## config.mk

```make
export PLATFORM = sky130hd
export DESIGN_NAME = uart_tx_peripheral
export DESIGN_NICKNAME = d
export VERILOG_FILES = /design/src/rtl/uart_tx_peripheral.sv
export SDC_FILE = /design/constraint.sdc
export NUM_CORES = 1
export LEC_CHECK = 0
export ABC_AREA = 1
export CORE_ASPECT_RATIO = 0.6
export CORE_UTILIZATION = 33
export DETAILED_ROUTE_END_ITERATION = 16
export PLACE_DENSITY_LB_ADDON = 0.05
export RECOVER_POWER = 100
export SETUP_SLACK_MARGIN = 0.02
export SLEW_MARGIN = 20
export SYNTH_ARGS = -nofsm -noshare
export SYNTH_HDL_FRONTEND = slang
export SYNTH_SLANG_ARGS = --single-unit
export TNS_END_PERCENT = 50
```

## constraint.sdc

```tcl
create_clock -name clk -period 2.55 [get_ports clk]
set_input_delay 0.255 -clock clk [delete_from_list [all_inputs] [get_ports clk]]
set_output_delay 0.255 -clock clk [all_outputs]
set_load 0.05 [all_outputs]
```

## src/rtl/uart_tx_peripheral.sv

```systemverilog
// Memory-mapped 8N1 UART transmitter: TXDATA/STATUS/DIVISOR registers, transmit FIFO,
// and a serialiser whose bit period is DIVISOR+1 clocks.
module uart_tx_peripheral #(
  parameter int          FIFO_DEPTH      = 8,
  parameter logic [15:0] DEFAULT_DIVISOR = 16'd433
) (
  input  logic        clk,
  input  logic        rst,
  input  logic [31:0] address,
  input  logic [1:0]  size,
  input  logic        read_enable,
  input  logic        write_enable,
  input  logic [31:0] write_data,
  output logic [31:0] read_data,
  output logic        tx,
  output logic        irq
);

  localparam int PW = $clog2(FIFO_DEPTH);

  typedef enum logic [1:0] {IDLE, START, DATA, STOP} state_t;

  logic [7:0]  fifo_mem [FIFO_DEPTH];
  logic [PW:0] wr_ptr, rd_ptr, wr_ptr_n, rd_ptr_n;
  logic        empty, full, push, pop, overflow, baud_end, tx_n;
  logic [15:0] divisor, baud_cnt, baud_cnt_n;
  logic [2:0]  bit_idx, bit_idx_n;
  logic [7:0]  shift, shift_n;
  logic [1:0]  reg_idx;
  logic        unused_bits;
  state_t      state, state_n;

  assign reg_idx     = address[3:2];
  assign unused_bits = ^{address[31:4], address[1:0], size, write_data[31:16]};

  // Pointers carry one extra wrap bit so full and empty are distinguishable.
  assign empty    = (wr_ptr == rd_ptr);
  assign full     = (wr_ptr[PW] != rd_ptr[PW]) && (wr_ptr[PW-1:0] == rd_ptr[PW-1:0]);
  assign push     = write_enable && (reg_idx == 2'd0) && !full;
  assign wr_ptr_n = wr_ptr + {{PW{1'b0}}, push};
  assign rd_ptr_n = rd_ptr + {{PW{1'b0}}, pop};
  assign baud_end = (baud_cnt == 16'd0);

  always_comb begin
    state_n    = state;
    pop        = 1'b0;
    baud_cnt_n = baud_cnt;
    bit_idx_n  = bit_idx;
    shift_n    = shift;
    case (state)
      IDLE:  if (!empty) begin
               pop     = 1'b1;
               state_n = START;
             end
      START: if (baud_end) begin
               state_n   = DATA;
               bit_idx_n = 3'd0;
             end
      DATA:  if (baud_end) begin
               shift_n   = {1'b0, shift[7:1]};
               bit_idx_n = bit_idx + 3'd1;
               if (bit_idx == 3'd7) state_n = STOP;
             end
      STOP:  if (baud_end) begin
               if (!empty) begin
                 pop     = 1'b1;
                 state_n = START;
               end else begin
                 state_n = IDLE;
               end
             end
      default: state_n = IDLE;
    endcase
    if (pop) shift_n = fifo_mem[rd_ptr[PW-1:0]];
    // Reload at every bit boundary so a divisor change lands on the next bit.
    if (pop || (state != IDLE && baud_end)) baud_cnt_n = divisor;
    else if (state != IDLE)                 baud_cnt_n = baud_cnt - 16'd1;
    case (state_n)
      START:   tx_n = 1'b0;
      DATA:    tx_n = shift_n[0];
      default: tx_n = 1'b1;
    endcase
  end

  always_ff @(posedge clk) begin
    if (push) fifo_mem[wr_ptr[PW-1:0]] <= write_data[7:0];
  end

  always_ff @(posedge clk or posedge rst) begin
    if (rst) begin
      wr_ptr   <= '0;
      rd_ptr   <= '0;
      overflow <= 1'b0;
      divisor  <= DEFAULT_DIVISOR;
      state    <= IDLE;
      baud_cnt <= '0;
      bit_idx  <= '0;
      shift    <= '0;
      tx       <= 1'b1;
      irq      <= 1'b1;
    end else begin
      wr_ptr   <= wr_ptr_n;
      rd_ptr   <= rd_ptr_n;
      state    <= state_n;
      baud_cnt <= baud_cnt_n;
      bit_idx  <= bit_idx_n;
      shift    <= shift_n;
      tx       <= tx_n;
      irq      <= (wr_ptr_n == rd_ptr_n) && (state_n == IDLE);
      if (write_enable && reg_idx == 2'd0 && full)                    overflow <= 1'b1;
      else if (write_enable && reg_idx == 2'd1 && write_data[3])      overflow <= 1'b0;
      if (write_enable && reg_idx == 2'd2) divisor <= write_data[15:0];
    end
  end

  always_comb begin
    read_data = '0;
    if (read_enable) begin
      case (reg_idx)
        2'd1:    read_data = {28'd0, overflow, state != IDLE, full, empty};
        2'd2:    read_data = {16'd0, divisor};
        default: read_data = '0;
      endcase
    end
  end

endmodule
```

# Yosys cells after proc, flatten, opt, wreduce, memory -nomap -nowiden

Memory sizes are Yosys's and may differ from the RTL's.
Index checks and enable logic that the tools add are counted.

Bits in writable memories: 64
Memories kept: 1
Word-level logic and storage cells: 78
Input port bits: 70
Output and inout bits: 34
Bits in registers: 56

Mux-type cells: 25
Add/subtract/negate cells: 4
Equal/unequal tests: 14
Reductions and logical operators: 23

Memories:

| name     | depth | bits a word | rd ports | clocked after Yosys merged registers in | write ports | RTL line | text |
|---|---|---|---|---|---|---|---|
| fifo_mem | 8     | 8           | 1        | 0                                       | 1           | 23       | `logic [7:0] fifo_mem [FIFO_DEPTH];` |

Operators by type and width:

| kind                                                                 | count |
|---|---|
| 16-bit 2-to-1 mux                                                    | 3 |
| 16-bit case mux with 2 select lines                                  | 1 |
| 8-bit 2-to-1 mux                                                     | 3 |
| 16-bit logical NOT                                                   | 1 |
| 16-bit by 1-bit subtractor with 16-bit output, second input constant | 1 |
| 2-bit nonzero test                                                   | 6 |
| 2-bit 2-to-1 mux                                                     | 5 |
| 1-bit logical AND                                                    | 9 |
| 4-bit by 1-bit adder with 4-bit output                               | 2 |
| 2-bit == test, second input constant                                 | 4 |
| 4-bit == test                                                        | 2 |
| 2-bit case mux with 4 select lines                                   | 1 |
| 1-bit 2-to-1 mux                                                     | 7 |
| 2-bit by 1-bit == test with 1-bit output, second input constant      | 3 |
| 2-bit logical NOT                                                    | 3 |
| 3-bit 2-to-1 mux                                                     | 2 |
| 3-bit case mux with 2 select lines                                   | 1 |
| 2-bit != test, second input constant                                 | 2 |
| 1-bit case mux with 2 select lines                                   | 2 |
| 3-bit by 1-bit adder with 3-bit output, second input constant        | 1 |
| 3-bit == test                                                        | 1 |
| 3-bit == test, second input constant                                 | 1 |
| 3-bit AND reduction                                                  | 1 |
| 2-bit AND reduction                                                  | 1 |
| other kinds (3)                                                      | 3 |

# Logic depth before layout (Yosys ltp)

Gate-level depths: netlist of the first run.

Word-level depth: 7
Mapped depth: 18
Mapped depth without buffers: 16

# Worst setup path after synthesis of the first run

OpenSTA, ideal clock, no wires.

Path type: register to register
From: register baud_cnt[0]
To: register irq
Path slack: 0.305 ns
Library setup time: 0.067 ns
Data required time: 2.483 ns
Stages on the path, launching flop included: 18
Data arrival time: 2.178 ns
Buffers on the path: 1
Clock period less this slack: 2.245 ns
Cells stage by stage: dfrtp_1 > inv_1 > ha_1 > nand2_2 > nor2_4 > nand3_2 > nand2_2 > nand2_4 > buf_6 > inv_2 > ha_1 > nand2_1 > nor2_1 > nor2_1 > xor2_1 > nor3_1 > nand3_1 > nor2_1

Cells in the longest elaborated chain, start to end: 6
Elaborated cells between the ends (all ways): 11
Those cells by class: 1 x add/sub; 1 x eq/ne; 6 x mux; 3 x reduce/logical

RTL lines:

| element                                | RTL line | text |
|---|---|---|
| start: declaration                     | 26       | `logic [15:0] divisor, baud_cnt, baud_cnt_n;` |
| start signal: assignment               | 105      | `baud_cnt <= baud_cnt_n;` |
| 16-bit logical NOT                     | 42       | `assign baud_end = (baud_cnt == 16'd0);` |
| 1-bit 2-to-1 mux                       | 64       | `STOP: if (baud_end) begin` |
| 1-bit case mux with 2 select lines     | 50       | `case (state)` |
| 4-bit by 1-bit adder with 4-bit output | 41       | `assign rd_ptr_n = rd_ptr + {{PW{1'b0}}, pop};` |
| via rd_ptr_n[2]                        | 24       | `logic [PW:0] wr_ptr, rd_ptr, wr_ptr_n, rd_ptr_n;` |
| 4-bit == test                          | 109      | `irq <= (wr_ptr_n == rd_ptr_n) && (state_n == IDLE);` |
| 1-bit logical AND                      | 109      |  |
| end signal: assignment                 | 109      |  |
| end: declaration                       | 16       | `output logic irq` |

The timed path passes the listed nets, and every way through them passes these cells.
A chain may end at the register's enable or synchronous reset.

# Worst setup path after layout of the first run

From: register rd_ptr[3]
To: output port read_data[0]

Cells in the longest elaborated chain, start to end: 3

RTL lines:

| element                             | RTL line | text |
|---|---|---|
| start: declaration                  | 24       |  |
| start signal: assignment            | 103      | `rd_ptr <= rd_ptr_n;` |
| 4-bit == test                       | 37       | `assign empty = (wr_ptr == rd_ptr);` |
| 16-bit case mux with 2 select lines | 119      | `case (reg_idx)` |
| 16-bit 2-to-1 mux                   | 118      | `if (read_enable) begin` |
| end: declaration                    | 14       | `output logic [31:0] read_data,` |

No other way between the ends.

==> flow_summary.toml, run 1 <==
[outcome]
status = "complete, no violations"

[grt]
grt.total_usage = 0.1650
grt_pass1_vias = 4023
grt_max_degree = 39
grt_pass1_wl_mm = 22.89
overflow = 0
antenna_found_initial = 0

[floorplanning]
num_io_pins = 104
die_w_um = 175.1
rows = 37
die_area_mm2 = 0.01853
fp.dieH_um = 105.9
core_area_mm2 = 0.01736
initial_core_util = 0.3417

[logic_synthesis]
synth_compound_area_frac = 0.07171
synth.distinct_cells = 40
synth_top_family_by_area = "simple AND/OR/NAND/NOR gates"
syn_area_mm2 = 0.005932
ys_ff_latch = 120
synth_mux_area_frac = 0.02405
seq_area_frac_synth = 0.5617
synth-simple-area-share = 0.1972
yosys.area.top_type_share = 0.3240
avgSynthCellArea_um2 = 10.05
yosys.area_share.xor_xnor = 0.03818
postSynthCellCount = 590
yosys-top-cells-area = "edfxtp_1 (32%), dfrtp_1 (21%), nand2_1 (5.8%), nor2_1 (5.0%), nand3_1 (4.2%)"
synth_top_cell_by_area = "edfxtp_1"
ys_warn_count = 0
synth_fa_ha_area_frac = 0.03164

[power_and_ir_drop]
p_int_w = 0.004840
peakVddDrop_uv = 518.5
finalPower_w = 0.007844
clockPowerShare = 0.316
p_switching_w = 0.003004
comb_power_share = 0.337
swShare = 0.3829
seqPwrFrac = 0.347
leakage_nw = 3.021
p_per_area_mw_per_mm2 = 1105

[cts]
insertion_delay_ns = 0.42
cts_hold_buf = 0
cts_resized = 0
path_clk_slew_ns = 0.06
cts_tree = "yes"
cts_buffers = 17
cts_setup_buffers = 0
clock_path_buffers = 2
cts_sinks = 120
cts-root-buf = "clkbuf_16"
h-tree-depth = 4

[setup_path]
worstReg2RegStart = "rd_ptr[3]"
crit_start = "rd_ptr[3]"
startpoint_type = "register"
required_ns = 2.30
arrival_ns = 2.14
critPathMaxFanout = 5
worstSetupEndpointType = "primary output"
criticalPathCategory = "register to primary output"

[placement]
place.gp.congestion = 0.8602
dpl_cell_area_mm2 = 0.006765
place.port_buffers = 39
place_ws_ns = 0.08929
dp_hpwl_mm = 10.33

[detailed_routing]
route.detailed.drc = 0
wl_per_cell_um = 15.76
viasPerCell = 4.646
drt_iter0_markers = 263
wl_mm = 14.18
via_count = 4181
first_pass_iters = 5
postRouteAntennaNets = 0

[final_layout]
drive_gt1_frac = 0.1547
num_antenna_cells = 0
area_growth_pct = 19.70
final_cell_mix = "nand2_1 (95), nor2_1 (79), edfxtp_1 (64), inv_1 (51), nand3_1 (50)"
design_area_mm2 = 0.007101
mostFrequentLayoutCell = "nand2_1"
final_net_count = 738
fill_cells = 1712

[timing]
hold_viol = 0
clock_skew_ns = 0.01100
timing.hold.ws_ns = 0.3834
tns_ns = 0
tightestPinTransition_ns = 1.004
max_freq_ghz = 0.4175
final-setup-viol-count = 0
postLayoutSetupSlackWorst_ns = 0.1550
period_share = 0.9392
period_needed_ns = 2.395
finalMaxSlewViolations = 0
relSlewSlack = 0.3307

[job]
maxCapViolations = 0

[min_path]
hold_start = "write_data[8]"
hold_path_class = "input pin to register"
[area by class of cell]
class                      instances  area [um2]  area share
inverter                          54       202.7     0.02855
timing repair buffer              64       455.4     0.06414
clock buffer                      17       425.4     0.05991
clock inverter                    15       180.2     0.02537
multi-input combinational        396        2212      0.3115
tap                              234       292.8     0.04123
sequential                       120        3332      0.4693
[power by group through the flow]
stage | registers, W | clock network [W] | logic, W
2_1_floorplan | 0.00273 | 0 | 0.00199
3_3_place_gp | 0.00275 | 0 | 0.00269
3_5_place_dp | 0.00275 | 0 | 0.00270
4_1_cts | 0.00272 | 0.00253 | 0.00271
5_1_grt | 0.00277 | 0.00262 | 0.00297
6_report | 0.00272 | 0.00248 | 0.00264
[Yosys cell counts]
cell type,n
nor2_4,4
nand2_1,91
dfstp_2,7
mux2i_1,12
a22o_1,2
a21oi_1,22
nand3_2,2
o221ai_1,12
mux2_2,2
o211ai_1,2
xor2_1,15
o21ai_0,25
nand2_2,12
o31ai_1,1
buf_6,5
nor2_1,79
nor2_2,8
inv_1,51
clkbuf_1,4
nor3_2,1
buf_2,7
nand4_1,2
nor3_1,3
xnor2_2,1
xnor2_1,9
nand3_1,50
or2_2,2
nand2_4,2
a21oi_2,1
a22oi_1,1
buf_4,17
buf_1,2
conb_1,1
edfxtp_1,64
a32oi_1,1
nor3b_4,1
ha_1,15
dfrtp_1,49
inv_2,3
a32o_1,2
[registers in the layout, indices dropped and copies added, names as in the netlist]
register and flops:
divisor 16, baud_cnt 16, fifo_mem 64, bit_idx 3, tx 1, shift 8
state 2, wr_ptr 4, irq 1, rd_ptr 4, overflow 1
[worst max-delay path, cell delays in order, from the launching register on]
cell	delay (ns)
dfrtp_1	0.42
xnor2_1	0.39
nand2_2	0.13
nor2_4	0.19
nand2_1	0.08
a21oi_1	0.13
clkdlybuf4s15_2	0.38
[routing by layer]
metal	wire length, um	share of wire	GRT usage
met1	8051	0.57	0.2608
met2	5462	0.39	0.2134
met3	497	0.035	0.03788
met4	172	0.012	0.05652
met5	0	0	0
[per-stage QoR]
step / utilization / std cells
after floorplan: - / 605
after global placement: 0.3897 / 868
after detailed placement: 0.3897 / 868
after CTS: 0.4246 / 900
after global routing: 0.4090 / 900
final: 0.4090 / 900
[cell families (layout without fill, tap and decap cells)]
group           Yosys count  in the layout
buf+inv                  89            150
simple gates            257            257
mux                      14             14
compound gates           69             69
other cells               1             16
flops                   120            120
fa+ha+maj                15             15
xor+xnor                 25             25
[worst paths after layout]
kind / end / slack, ns / depth (start not counted)
min: divisor[8] / 0.38 / 3
max: read_data[0] / 0.16 / 6
min in group asynchronous: state[1] / 0.40 / 2
min reg2reg: baud_cnt[10] / 0.48 / 2
max reg2reg: irq / 0.19 / 14
max in group asynchronous: baud_cnt[1] / 0.70 / 3
Note: power is estimated with default switching activity, not from simulation.
==> run 2, diff against run 1 <==
--- a/config.mk
+++ b/config.mk
@@ -7,7 +7,9 @@
 export LEC_CHECK = 0
 export ABC_AREA = 1
 export CORE_ASPECT_RATIO = 0.6
+export CORE_MARGIN = 4
 export CORE_UTILIZATION = 33
+export CTS_CLUSTER_DIAMETER = 50
 export DETAILED_ROUTE_END_ITERATION = 16
 export PLACE_DENSITY_LB_ADDON = 0.05
 export RECOVER_POWER = 100
==> run 2 against run 1 <==
- sequential cell count unchanged
- core utilization down 0.15 points
- setup slack improved by 0.067 ns
- non-clock buffer count decreased by 3
- maximum frequency up 2.9%
- critical path type unchanged
- highest routed layer unchanged
==> flow_summary.toml, run 2 (synthesized netlist as in run 1, its figures left out) <==
[min_path]
whs_endpoint = "divisor[8]"
hold_depth = 3
hold_start = "write_data[8]"
hold_path_class = "input pin to register"

[final_layout]
num_antenna_cells = 0
final_net_count = 735
largest_register_ffs = 64
final_util = 0.4075
area_growth_pct = 19.26
mostFrequentLayoutCell = "nand2_1"
final_cell_mix = "nand2_1 (93), nor2_1 (78), edfxtp_1 (64), inv_1 (51), nand3_1 (51)"
fill_cells = 1705
design_area_mm2 = 0.007074
drive_gt1_frac = 0.1554
stdcell_count = 897

[floorplanning]
rows = 37
die_area_mm2 = 0.02025
die_w_um = 181.1
num_io_pins = 104
initial_core_util = 0.3417
core_area_mm2 = 0.01736
fp.dieH_um = 111.9

[timing]
period_needed_ns = 2.328
tns_ns = 0
hold_viol = 0
rsz0062_at_grt = "no"
tightestPinTransition_ns = 1.451
relSlewSlack = 0.03248
max_freq_ghz = 0.4296
final-setup-viol-count = 0
clock_skew_ns = 0.01256
finalMaxSlewViolations = 0
period_share = 0.9129

[placement]
dp_hpwl_mm = 10.21
dp.cells = 864
place.gp.congestion = 0.7861
place.port_buffers = 39
dpl_cell_area_mm2 = 0.006735

[setup_path]
worstReg2RegStart = "baud_cnt[0]"
worstSetupEndpointType = "primary output"
path_cells = "xnor2_2 -> nand2_2 -> inv_1 -> nand2_1 -> nor2_1 -> nand2_1 -> a21oi_1 -> clkdlybuf4s15_2"
arrival_ns = 2.07
slowest_delay_ns = 0.41
critPathMaxFanout = 3
cp_common_cell = "nand2_1"
required_ns = 2.30
r2r_slack_ns = 0.24
criticalPathCategory = "register to primary output"
slowest_stage = "dfrtp_1"
startpoint_type = "register"
r2r.worst_path.cells = 11
reg2reg_to = "baud_cnt[3]"

[cts]
clock_path_buffers = 2
cts-root-buf = "clkbuf_16"
insertion_delay_ns = 0.41
h-tree-depth = 4
cts_tree = "yes"
cts_hold_buf = 0
cts_sinks = 120
path_clk_slew_ns = 0.06
cts_buffers = 17

[power_and_ir_drop]
clockPowerShare = 0.307
leakage_nw = 3.038
p_per_area_mw_per_mm2 = 1092
swShare = 0.3842
p_int_w = 0.004756
seqPwrFrac = 0.355
p_switching_w = 0.002967
comb_power_share = 0.338
peakVddDrop_uv = 469.0

[detailed_routing]
viasPerCell = 4.565
wl_per_cell_um = 15.80
top_layer = "met4"
drt_iter0_markers = 271
routed-wl-met2_mm = 5.442
met3_length_um = 536
route.detailed.drc = 0
wl_met1_mm = 8.090
first_pass_iters = 5
via_count = 4095
postRouteAntennaNets = 0
wl_mm = 14.17

[job]
maxCapViolations = 0

[grt]
grt_pass1_vias = 4011
antenna_found_initial = 0
overflow = 0
grt.total_usage = 0.1435
grt_max_degree = 57
grt_pass1_wl_mm = 22.74

[outcome]
status = "complete, no violations"
## run 2: cell count changes in the layout (fill, tap and decap cells not counted), moves of 2 or more
cell,before,now
clkinv_2,0,2
clkinvlp_4,3,1
nand2_2,8,10
inv_2,3,1
nand2_1,95,93
buf_4,10,12
clkbuf_1,14,10
## run 2: cell type report
cell class | count | area (um2) | share of cell area
Sequential cell | 120 | 3332 | 0.4710
Multi-Input combinational cell | 396 | 2213 | 0.3129
Timing Repair Buffer | 61 | 451.7 | 0.06385
Clock buffer | 17 | 425.4 | 0.06013
Tap cell | 234 | 292.8 | 0.04139
Inverter | 54 | 205.2 | 0.02901
Clock inverter | 15 | 153.9 | 0.02175
## run 2: how the worst max path moves through the flow
stage                      startpoint            to  slack (ns)  cells after the start
after CTS                 baud_cnt[0]           irq        0.17                     16
after global placement     address[2]           irq        0.14                     12
after detailed placement   address[2]           irq        0.14                     12
final                       rd_ptr[1]  read_data[1]        0.22                      8
after floorplan           baud_cnt[0]           irq        0.30                     17
after global routing      baud_cnt[0]           irq        0.02                     16
## run 2: power groups by stage
stage,registers [W],clock network (W),logic (W)
final,0.00274,0.00237,0.00261
after global routing,0.00279,0.00252,0.00294
after CTS,0.00273,0.00243,0.00268
after detailed placement,0.00276,0,0.00265
after global placement,0.00276,0,0.00264
after floorplan,0.00273,0,0.00199
## run 2: per-layer routing
layer  up-vias  GRT usage
met5         -          0
met2        75     0.1844
met1      1948     0.2365
li1       2064          -
met3         8    0.02971
met4         0    0.04048
## run 2: what timing repair did
item / in CTS / in global routing
buffers inserted: 0 / 1
setup endpoints to repair: 0 / 1
gates resized for setup: 0 / 6
## run 2: through the flow
step           hold slack [ns]  setup WS [ns]  total power [W]
2_1_floorplan           0.3539         0.3050         0.004722
3_3_place_gp            0.4736         0.1380         0.005394
3_5_place_dp            0.4697         0.1353         0.005416
4_1_cts                 0.3744         0.1738         0.007832
5_1_grt                 0.3886        0.01839         0.008245
6_report                0.3933         0.2221         0.007724
## run 2: worst max-delay path, delay by kind of cell (launching register included)
family,cells,cell delay [ns]
compound gates,1,0.14
buf+inv,2,0.45
xor+xnor,1,0.21
simple gates,4,0.46
flops,1,0.41
==> run 3, diff against run 2 <==
--- a/config.mk
+++ b/config.mk
@@ -7,7 +7,7 @@
 export LEC_CHECK = 0
 export ABC_AREA = 1
 export CORE_ASPECT_RATIO = 0.6
-export CORE_MARGIN = 4
+export CORE_MARGIN = 2
 export CORE_UTILIZATION = 33
 export CTS_CLUSTER_DIAMETER = 50
 export DETAILED_ROUTE_END_ITERATION = 16
==> run 3 against run 2 <==
- core utilization is 0.12 points lower
- highest routed layer unchanged
- via count is 0.20% higher
- sequential cell count stayed put
- design area is 0.28% lower
- combinational power hardly changed
- die area is 5.7% lower
- critical endpoint is now divisor[0]
==> flow_summary.toml, run 3 (synthesized netlist as in run 1, its figures left out) <==
[setup_path]
startpoint_type = "input pin"
critPathMaxFanout = 28
r2r_slack_ns = 0.25
worstSetupEndpointType = "register"
worstReg2RegStart = "baud_cnt[0]"
reg2reg_to = "irq"
criticalPathCategory = "input pin to register"
r2r.worst_path.cells = 15
crit_start = "address[2]"
arrival_ns = 2.67
required_ns = 2.88

[final_layout]
multi_input_area_mm2 = 0.002212
final_net_count = 733
mostFrequentLayoutCell = "nand2_1"
regArea_mm2 = 0.003332
drive_gt1_frac = 0.1543
area_growth_pct = 18.92
largest_register_ffs = 64
final_cell_mix = "nand2_1 (96), nor2_1 (79), edfxtp_1 (64), inv_1 (50), nand3_1 (50)"
num_antenna_cells = 0
fill_cells = 1720

[power_and_ir_drop]
clockPowerShare = 0.307
finalPower_w = 0.007687
p_switching_w = 0.002940
peakVddDrop_uv = 459.3
leakage_nw = 3.017
p_int_w = 0.004748
p_per_area_mw_per_mm2 = 1090
swShare = 0.3824
comb_power_share = 0.337
seqPwrFrac = 0.356

[detailed_routing]
wl_mm = 14.01
wl_per_cell_um = 15.65
postRouteAntennaNets = 0
route.detailed.drc = 0
drt_iter0_markers = 188
viasPerCell = 4.584
first_pass_iters = 8
via_count = 4103

[timing]
period_share = 0.9186
postLayoutSetupSlackWorst_ns = 0.2075
clock_skew_ns = 0.01624
period_needed_ns = 2.343
tns_ns = 0
rsz0062_at_grt = "no"
final-setup-viol-count = 0
tightestPinTransition_ns = 1.454
finalMaxSlewViolations = 0
hold_viol = 0
relSlewSlack = 0.03096
max_freq_ghz = 0.4269

[min_path]
hold_path_class = "input pin to register"
hold_start = "write_data[8]"
whs_endpoint = "divisor[8]"
hold_depth = 3

[floorplanning]
num_io_pins = 104
rows = 37
initial_core_util = 0.3417
core_area_mm2 = 0.01736
fp.dieH_um = 107.9
die_w_um = 177.1
die_area_mm2 = 0.01910

[grt]
antenna_found_initial = 0
overflow = 0
grt_pass1_wl_mm = 22.91
grt_max_degree = 57
grt.total_usage = 0.1598
grt_pass1_vias = 4179

[cts]
path_clk_slew_ns = 0.06
cts_sinks = 120
clock_path_buffers = 2
h-tree-depth = 4
cts_tree = "yes"
cts-root-buf = "clkbuf_16"
cts_buffers = 17
cts_setup_buffers = 0
cts_hold_buf = 0
insertion_delay_ns = 0.42

[placement]
place.gp.congestion = 0.7992
dp_hpwl_mm = 10.09
place.port_buffers = 39
place_ws_ns = 0.1207

[job]
maxCapViolations = 0

[outcome]
status = "complete, no violations"
## run 3: cell count changes in the layout (fill, tap and decap cells not counted), moves of 2 or more
cell,change
ha_2,-2
inv_2,+2
buf_4,-2
nand2_1,+3
xnor2_1,-2
xnor2_2,+2
nor2_4,-2
ha_1,+2
nand2_2,-2
## run 3: timing repair
item	CTS	global route
resized for setup	0	5
hold endpoints to repair	0	0
endpoints found under the setup margin	0	1
## run 3: per-layer routing
layer / routed length (um) / track usage / vias up
li1: - / - / 2061
met1: 7633 / 0.2486 / 1946
met2: 5590 / 0.2132 / 94
met3: 740 / 0.04061 / 2
met4: 44 / 0.04545 / 0
met5: 0 / 0 / -
## run 3: worst max-delay path by stage
stage | slack (ns) | to
6_report | 0.21 | divisor[0]
5_1_grt | 0.03 | irq
3_5_place_dp | 0.12 | irq
2_1_floorplan | 0.30 | irq
4_1_cts | 0.19 | irq
3_3_place_gp | 0.14 | irq
## run 3: layout make-up
class                      instances  area share
clock buffer                      17     0.06031
timing repair buffer              59     0.06208
tap                              234     0.04150
multi-input combinational        396      0.3136
sequential                       120      0.4723
clock inverter                    15     0.02146
inverter                          54     0.02873
## run 3: power by group through the flow
stage / logic [W] / registers, W / clock network [W]
after global placement: 0.00263 / 0.00276 / 0
after CTS: 0.00267 / 0.00273 / 0.00241
after global routing: 0.00297 / 0.00279 / 0.00250
final: 0.00259 / 0.00274 / 0.00236
after floorplan: 0.00199 / 0.00273 / 0
after detailed placement: 0.00265 / 0.00277 / 0
## run 3: critical path, stage by stage
cell,delay (ns)
dlygate4sd3_1,0.55
inv_1,0.07
ha_1,0.27
nand2_1,0.15
clkbuf_1,0.99
nor2_1,0.18
a21oi_1,0.19
## run 3: through the flow
| stage | util | std cells | hold slack (ns) | cell area (um2) |
|---|---|---|---|---|
| 2_1_floorplan | - | 605 | 0.3539 | 5988 |
| 4_1_cts | 0.4200 | 895 | 0.3712 | 7292 |
| 3_3_place_gp | 0.3868 | 863 | 0.4752 | 6715 |
| 5_1_grt | 0.4063 | 895 | 0.4022 | 7054 |
| 3_5_place_dp | 0.3868 | 863 | 0.4703 | 6715 |
| 6_report | 0.4063 | 895 | 0.3826 | 7054 |
